--- src/rtl/mem_stage_pkg.sv ---
// Shared types and constants for the MEM pipeline stage: FSM state
// encoding, control-bit positions inside the EX/MEM control fields,
// and the data/register widths.
package mem_stage_pkg;

    localparam int DATA_W = 32;
    localparam int REG_W  = 5;
    localparam int WB_W   = 2;
    localparam int MEM_W  = 3;
    localparam int CNT_W  = 8;

    // i_MEM_control bit positions
    localparam int MEM_BRANCH = 2;
    localparam int MEM_READ   = 1;
    localparam int MEM_WRITE  = 0;

    // i_WB_control bit positions
    localparam int WB_REG_WRITE  = 1;
    localparam int WB_MEM_TO_REG = 0;

    typedef enum logic {
        ST_IDLE   = 1'b0,
        ST_ACCESS = 1'b1
    } mem_state_e;

endpackage

--- src/rtl/mem_wb_reg.sv ---
// MEM/WB pipeline register. Loads either the incoming fields or a bubble
// (all zeros, which also clears WB control so nothing is written back).
module mem_wb_reg
    import mem_stage_pkg::*;
(
    input  logic              i_clk,
    input  logic              i_rst_n,
    input  logic              i_load_bubble,
    input  logic [DATA_W-1:0] i_read_data,
    input  logic [DATA_W-1:0] i_result,
    input  logic [REG_W-1:0]  i_write_reg,
    input  logic [WB_W-1:0]   i_wb_control,
    output logic [DATA_W-1:0] o_read_data,
    output logic [DATA_W-1:0] o_result,
    output logic [REG_W-1:0]  o_write_reg,
    output logic [WB_W-1:0]   o_wb_control
);

    logic [DATA_W-1:0] read_data_q, read_data_d;
    logic [DATA_W-1:0] result_q, result_d;
    logic [REG_W-1:0]  write_reg_q, write_reg_d;
    logic [WB_W-1:0]   wb_control_q, wb_control_d;

    // Select between the incoming instruction and a bubble.
    always_comb begin
        read_data_d  = i_read_data;
        result_d     = i_result;
        write_reg_d  = i_write_reg;
        wb_control_d = i_wb_control;
        if (i_load_bubble) begin
            read_data_d  = '0;
            result_d     = '0;
            write_reg_d  = '0;
            wb_control_d = '0;
        end
    end

    // Pipeline register with synchronous active-low reset.
    always_ff @(posedge i_clk) begin
        if (!i_rst_n) begin
            read_data_q  <= '0;
            result_q     <= '0;
            write_reg_q  <= '0;
            wb_control_q <= '0;
        end else begin
            read_data_q  <= read_data_d;
            result_q     <= result_d;
            write_reg_q  <= write_reg_d;
            wb_control_q <= wb_control_d;
        end
    end

    assign o_read_data  = read_data_q;
    assign o_result     = result_q;
    assign o_write_reg  = write_reg_q;
    assign o_wb_control = wb_control_q;

endmodule

--- src/rtl/mem_access_unit.sv ---
// MEM pipeline stage: data-memory handshake with stall/timeout handling,
// branch redirect, and MEM/WB capture.
// Optional build macro DMEM_ALIGN_CHECK_EN: when defined, misaligned
// word accesses are rejected with an o_misalign pulse; when undefined the
// low two address bits are forced to zero and o_misalign is tied low.
//
// state     | meaning
// ----------+-------------------------------------------------------------
// ST_IDLE   | no request outstanding; decode EX/MEM, start access if any
// ST_ACCESS | request held on the dmem port until ready or timeout
module mem_access_unit
    import mem_stage_pkg::*;
#(
    parameter int DMEM_TIMEOUT = 16
) (
    input  logic              i_clk,
    input  logic              i_rst_n,
    input  logic [DATA_W-1:0] i_branch_pc,
    input  logic [DATA_W-1:0] i_result,
    input  logic [DATA_W-1:0] i_read_data2,
    input  logic              i_zero,
    input  logic [REG_W-1:0]  i_write_reg,
    input  logic [WB_W-1:0]   i_WB_control,
    input  logic [MEM_W-1:0]  i_MEM_control,
    output logic              o_dmem_req,
    output logic              o_dmem_we,
    output logic [DATA_W-1:0] o_dmem_addr,
    output logic [DATA_W-1:0] o_dmem_wdata,
    input  logic [DATA_W-1:0] i_dmem_rdata,
    input  logic              i_dmem_ready,
    output logic              o_pc_src,
    output logic [DATA_W-1:0] o_branch_pc,
    output logic              o_stall,
    output logic [DATA_W-1:0] o_read_data,
    output logic [DATA_W-1:0] o_result,
    output logic [REG_W-1:0]  o_write_reg,
    output logic [WB_W-1:0]   o_WB_control,
    output logic              o_dmem_err,
    output logic              o_misalign
);

    // Last ACCESS cycle index before the wait is abandoned.
    localparam logic [CNT_W-1:0] CNT_LAST = CNT_W'(DMEM_TIMEOUT - 1);

    mem_state_e        state_q, state_d;
    logic [CNT_W-1:0]  cnt_q, cnt_d;
    logic              err_q, err_d;

    logic              mem_read, mem_write, branch;
    logic              is_access, is_illegal, misalign;
    logic              stall, load_bubble;
    logic [DATA_W-1:0] wb_read_data;
    logic [DATA_W-1:0] dmem_addr;

    assign mem_read   = i_MEM_control[MEM_READ];
    assign mem_write  = i_MEM_control[MEM_WRITE];
    assign branch     = i_MEM_control[MEM_BRANCH];
    assign is_access  = mem_read ^ mem_write;
    assign is_illegal = mem_read & mem_write;

`ifdef DMEM_ALIGN_CHECK_EN
    logic misalign_q, misalign_d;

    assign misalign  = is_access && (i_result[1:0] != 2'b00);
    assign dmem_addr = i_result;

    // A rejected misaligned access is flagged for one cycle.
    always_comb begin
        misalign_d = (state_q == ST_IDLE) && misalign;
    end

    // Misalign pulse register.
    always_ff @(posedge i_clk) begin
        if (!i_rst_n) begin
            misalign_q <= 1'b0;
        end else begin
            misalign_q <= misalign_d;
        end
    end

    assign o_misalign = misalign_q;
`else
    assign misalign   = 1'b0;
    assign dmem_addr  = {i_result[DATA_W-1:2], 2'b00};
    assign o_misalign = 1'b0;
`endif

    // Next-state, wait counter, stall and MEM/WB load selection.
    always_comb begin
        state_d      = state_q;
        cnt_d        = cnt_q;
        err_d        = 1'b0;
        stall        = 1'b0;
        load_bubble  = 1'b0;
        wb_read_data = '0;
        case (state_q)
            ST_IDLE: begin
                if (is_illegal) begin
                    err_d       = 1'b1;
                    load_bubble = 1'b1;
                end else if (misalign) begin
                    load_bubble = 1'b1;
                end else if (is_access) begin
                    stall       = 1'b1;
                    load_bubble = 1'b1;
                    state_d     = ST_ACCESS;
                    cnt_d       = '0;
                end
            end
            ST_ACCESS: begin
                if (i_dmem_ready) begin
                    state_d      = ST_IDLE;
                    cnt_d        = '0;
                    wb_read_data = mem_read ? i_dmem_rdata : '0;
                end else if (cnt_q == CNT_LAST) begin
                    // Give up: release the pipeline with a bubble.
                    state_d     = ST_IDLE;
                    cnt_d       = '0;
                    err_d       = 1'b1;
                    load_bubble = 1'b1;
                end else begin
                    stall       = 1'b1;
                    load_bubble = 1'b1;
                    cnt_d       = cnt_q + CNT_W'(1);
                end
            end
            default: begin
                state_d = ST_IDLE;
                cnt_d   = '0;
            end
        endcase
    end

    // State, counter and error-pulse registers.
    always_ff @(posedge i_clk) begin
        if (!i_rst_n) begin
            state_q <= ST_IDLE;
            cnt_q   <= '0;
            err_q   <= 1'b0;
        end else begin
            state_q <= state_d;
            cnt_q   <= cnt_d;
            err_q   <= err_d;
        end
    end

    // Combinational outputs are held at zero while reset is asserted.
    assign o_stall      = i_rst_n & stall;
    assign o_dmem_req   = i_rst_n & (state_q == ST_ACCESS);
    assign o_dmem_we    = o_dmem_req & mem_write;
    assign o_dmem_addr  = i_rst_n ? dmem_addr : '0;
    assign o_dmem_wdata = i_rst_n ? i_read_data2 : '0;
    assign o_pc_src     = i_rst_n & branch & i_zero;
    assign o_branch_pc  = i_rst_n ? i_branch_pc : '0;
    assign o_dmem_err   = err_q;

    mem_wb_reg u_mem_wb_reg (
        .i_clk         (i_clk),
        .i_rst_n       (i_rst_n),
        .i_load_bubble (load_bubble),
        .i_read_data   (wb_read_data),
        .i_result      (i_result),
        .i_write_reg   (i_write_reg),
        .i_wb_control  (i_WB_control),
        .o_read_data   (o_read_data),
        .o_result      (o_result),
        .o_write_reg   (o_write_reg),
        .o_wb_control  (o_WB_control)
    );

endmodule

--- config.mk ---
export PLATFORM = sky130hd
export DESIGN_NAME = mem_access_unit
export DESIGN_NICKNAME = d
export VERILOG_FILES = /design/src/rtl/mem_stage_pkg.sv /design/src/rtl/mem_wb_reg.sv /design/src/rtl/mem_access_unit.sv
export SDC_FILE = /design/constraint.sdc
export NUM_CORES = 1
export LEC_CHECK = 0
export ABC_AREA = 1
export CAP_MARGIN = 20
export CORE_AREA = 2 2 124 126
export CTS_BUF_LIST = sky130_fd_sc_hd__clkbuf_4 sky130_fd_sc_hd__clkbuf_8 sky130_fd_sc_hd__clkbuf_16
export DETAILED_ROUTE_END_ITERATION = 8
export DIE_AREA = 0 0 126 128
export GPL_TIMING_DRIVEN = 1
export SLEW_MARGIN = 20
export SYNTH_ARGS = -nofsm -noshare
export SYNTH_HDL_FRONTEND = slang
export SYNTH_SLANG_ARGS = --single-unit
--- constraint.sdc ---
create_clock -name i_clk -period 2.8 [get_ports i_clk]
set_clock_uncertainty 0.15 [all_clocks]
set_input_delay 0.56 -clock i_clk [delete_from_list [all_inputs] [get_ports i_clk]]
set_output_delay 0.56 -clock i_clk [all_outputs]
set_load 0.01 [all_outputs]
==> reports/qor.yml <==
drt:
  wl_met3_microns: 1125
  drt-total-wl_microns: 11760
  vias_per_cell: 3.692
  drc_errors: 0
  vias: 3751
  post_drt_wl_per_cell_microns: 11.57
  highest_layer: "met4"
  drt_iter0_drc: 118
  wl_met1_microns: 4670
  drt-pass1-iter-count: 4
  wl_met2_microns: 5785
  ant_nets: 0
timing:
  hold_viol_final: 0
  holdWs_ns: 0.3422
  rsz0062_at_grt: "no"
  finalCritPeriodShare_pct: 95.09
  setup_violations: 0
  slew_viol_final: 0
  max_freq_mhz: 375.6
  fin_crit_ns: 2.663
clock_tree:
  cts.clk_slew.worst_paths_ns: 0.06
  clk_path_buf_depth: 2
  cts_setup_buffers: 0
  clk_latency_ns: 0.34
  htreeDepth: 3
  cts_root_buf: "clkbuf_16"
  cts_buffers: 9
  clock_sinks: 81
  cts_tree: "done"
floorplan:
  dieArea_sq_mm: 0.01613
  io_pins: 315
  start_util_pct: 22.58
  dieWidth_microns: 126
  core_sq_mm: 0.01486
  rows: 45
  die_y_microns: 128
power:
  powerDensity_mw_per_mm2: 435.9
  power.leakage_uw: 0.003678
  ir_drop_uv: 228.8
logic_synthesis:
  synth-warning-count: 0
  netlist_instances: 510
  ys_seq_area_share_pct: 48.30
  yosysUniqueCellTypes: 23
  syn_area_sq_mm: 0.003357
  ys_ff_latch: 81
  postSynthAreaPerCell_sq_um: 6.582
layout:
  final_cell_area_sq_mm: 0.007018
  fillers: 1512
  layout.nets: 968
  final_cells: 1016
  area_growth_pct: 109.1
  drive_above_1_share_pct: 3.623
  n_antenna_cell: 0
worst_setup_path:
  startpoint: "i_MEM_control[0]"
  r2r-start: "cnt_q[1]"
  worstSetupPathType: "input port to output pin"
  max_stage_delay_ns: 0.48
  worst_setup_path_start_kind: "input port"
  rrSetupSlack_ns: 1.27
  crit_fanout: 3
  crit_path_end_kind: "output pin"
  cp_cell_sequence: "clkdlybuf4s50_1, inv_1, ha_1, nand2_1, a21oi_1, dlygate4sd2_1"
  cp_slowest_cell: "clkdlybuf4s50_1"
  cp.arrival_ns: 1.95
  rr_worst_depth: 7
  crit_required_ns: 2.09
  r2r_end: "cnt_q[4]"
placement:
  dp.final_hpwl_microns: 9557
  gp_congestion: 0.7725
  placed_cell_area_sq_mm: 0.006715
  dpl.cell_count: 1000
  io_buffers: 311
worst_hold_path:
  worstHoldStart: "cnt_q[1]"
  holdPathEnd: "cnt_q[1]"
  worstHoldPathType: "flop to flop"
  hold_depth: 2
global_routing:
  grt_pass1_vias: 3511
  grt-ovfl-total: 0
  gr-usage-all-layers_pct: 14.20
  grt_max_degree: 41
  grt_antenna_before_repair: 0
  grt_first_pass_wirelength_microns: 18000
run_status:
  status: "completed"
run:
  maxCapViolations: 0
worst max-delay path: cells and delay by family:
family,cells,cell delay (ns)
AOI/OAI and AO/OA,1,0.14
and+or+nand+nor,1,0.09
buffers and inverters,3,0.83
adders and majority gates,1,0.34
cells in the final DEF (no fill, tap or decap), types with 2 or more instances in the layout:
cell / n
a21oi_1: 9
buf_12: 3
buf_4: 8
clkbuf_16: 9
clkdlybuf4s50_1: 309
clkinvlp_4: 3
conb_1: 3
dfxtp_1: 81
ha_1: 3
inv_1: 177
inv_6: 2
nand2_1: 115
nand3_1: 7
nor2_1: 84
xnor2_1: 2
stage by stage:
step	setup TNS (ns)	power, uW	util [%]	setup slack [ns]
2_1_floorplan	0	1439	-	0.8616
3_3_place_gp	-0.1837	1908	45.18	-0.1837
3_5_place_dp	-0.1472	1908	45.18	-0.1472
4_1_cts	0	3115	47.21	0.1132
5_1_grt	0	3226	47.21	0.03177
6_report	0	3059	47.21	0.1375
final cells by class:
| type | count | area [sq um] | area share, % |
|---|---|---|---|
| inverters | 178 | 668.1 | 9.520 |
| clock buffers | 9 | 225.2 | 3.209 |
| flip-flops and latches | 81 | 1622 | 23.11 |
| well taps | 188 | 235.2 | 3.352 |
| repair buffers | 321 | 3222 | 45.91 |
| clock inverters | 7 | 78.83 | 1.123 |
| multi-input cells | 232 | 967.2 | 13.78 |
routing by layer:
layer | GRT usage (%) | vias to the layer above
li1 | - | 1995
met1 | 15.69 | 1556
met2 | 25.14 | 188
met3 | 5.467 | 12
met4 | 4.590 | 0
met5 | 0 | -
cells by family (layout without fill, tap and decap cells):
group	after synthesis	in the layout	synth area share, %
AOI/OAI and AO/OA	13	13	2.236
and+or+nand+nor	211	211	24.34
xor gates and xnor gates	2	2	0.5219
adders and majority gates	3	3	1.118
buffers and inverters	199	515	23.37
DFF	81	81	48.30
other	1	3	0.1117
cells in the mapped netlist:
cell | n | share of area, %
ha_1 | 3 | 1.1
inv_1 | 177 | 20
nand3_1 | 7 | 1.0
buf_6 | 2 | 0.67
and2_1 | 1 | 0.19
nor2_4 | 1 | 0.34
o21ai_1 | 1 | 0.15
inv_2 | 1 | 0.11
conb_1 | 1 | 0.11
nand2_1 | 115 | 13
xnor2_1 | 2 | 0.52
nand4_1 | 1 | 0.19
nor3_1 | 1 | 0.15
o21bai_1 | 1 | 0.22
buf_2 | 9 | 1.3
buf_4 | 3 | 0.67
a21oi_1 | 9 | 1.3
nor2_1 | 84 | 9.4
buf_1 | 7 | 0.78
dfxtp_1 | 81 | 48
o211ai_2 | 1 | 0.37
and3_1 | 1 | 0.19
o21ai_0 | 1 | 0.15
worst max path at each step:
| stage | to | slack [ns] | depth (start not counted) |
|---|---|---|---|
| after floorplan | o_branch_pc[11] | 0.86 | 5 |
| after global routing | o_stall | 0.03 | 6 |
| after CTS | o_stall | 0.11 | 6 |
| final | o_stall | 0.14 | 6 |
| after global placement | o_stall | -0.18 | 6 |
| after detailed placement | o_stall | -0.15 | 6 |
power by group:
group | switching (uW) | leakage [uW] | internal, uW
logic | 261 | 0.00288 | 411
clock network | 487 | 0.000139 | 698
registers | 11.1 | 0.000658 | 1190
total | 760 | 0.00368 | 2300
timing repair:
item / CTS / global route
hold buffers: 0 / 0
endpoints found under the setup margin: 1 / 0
gates resized for setup: 1 / 0
Power figures use the tool's default switching activity.
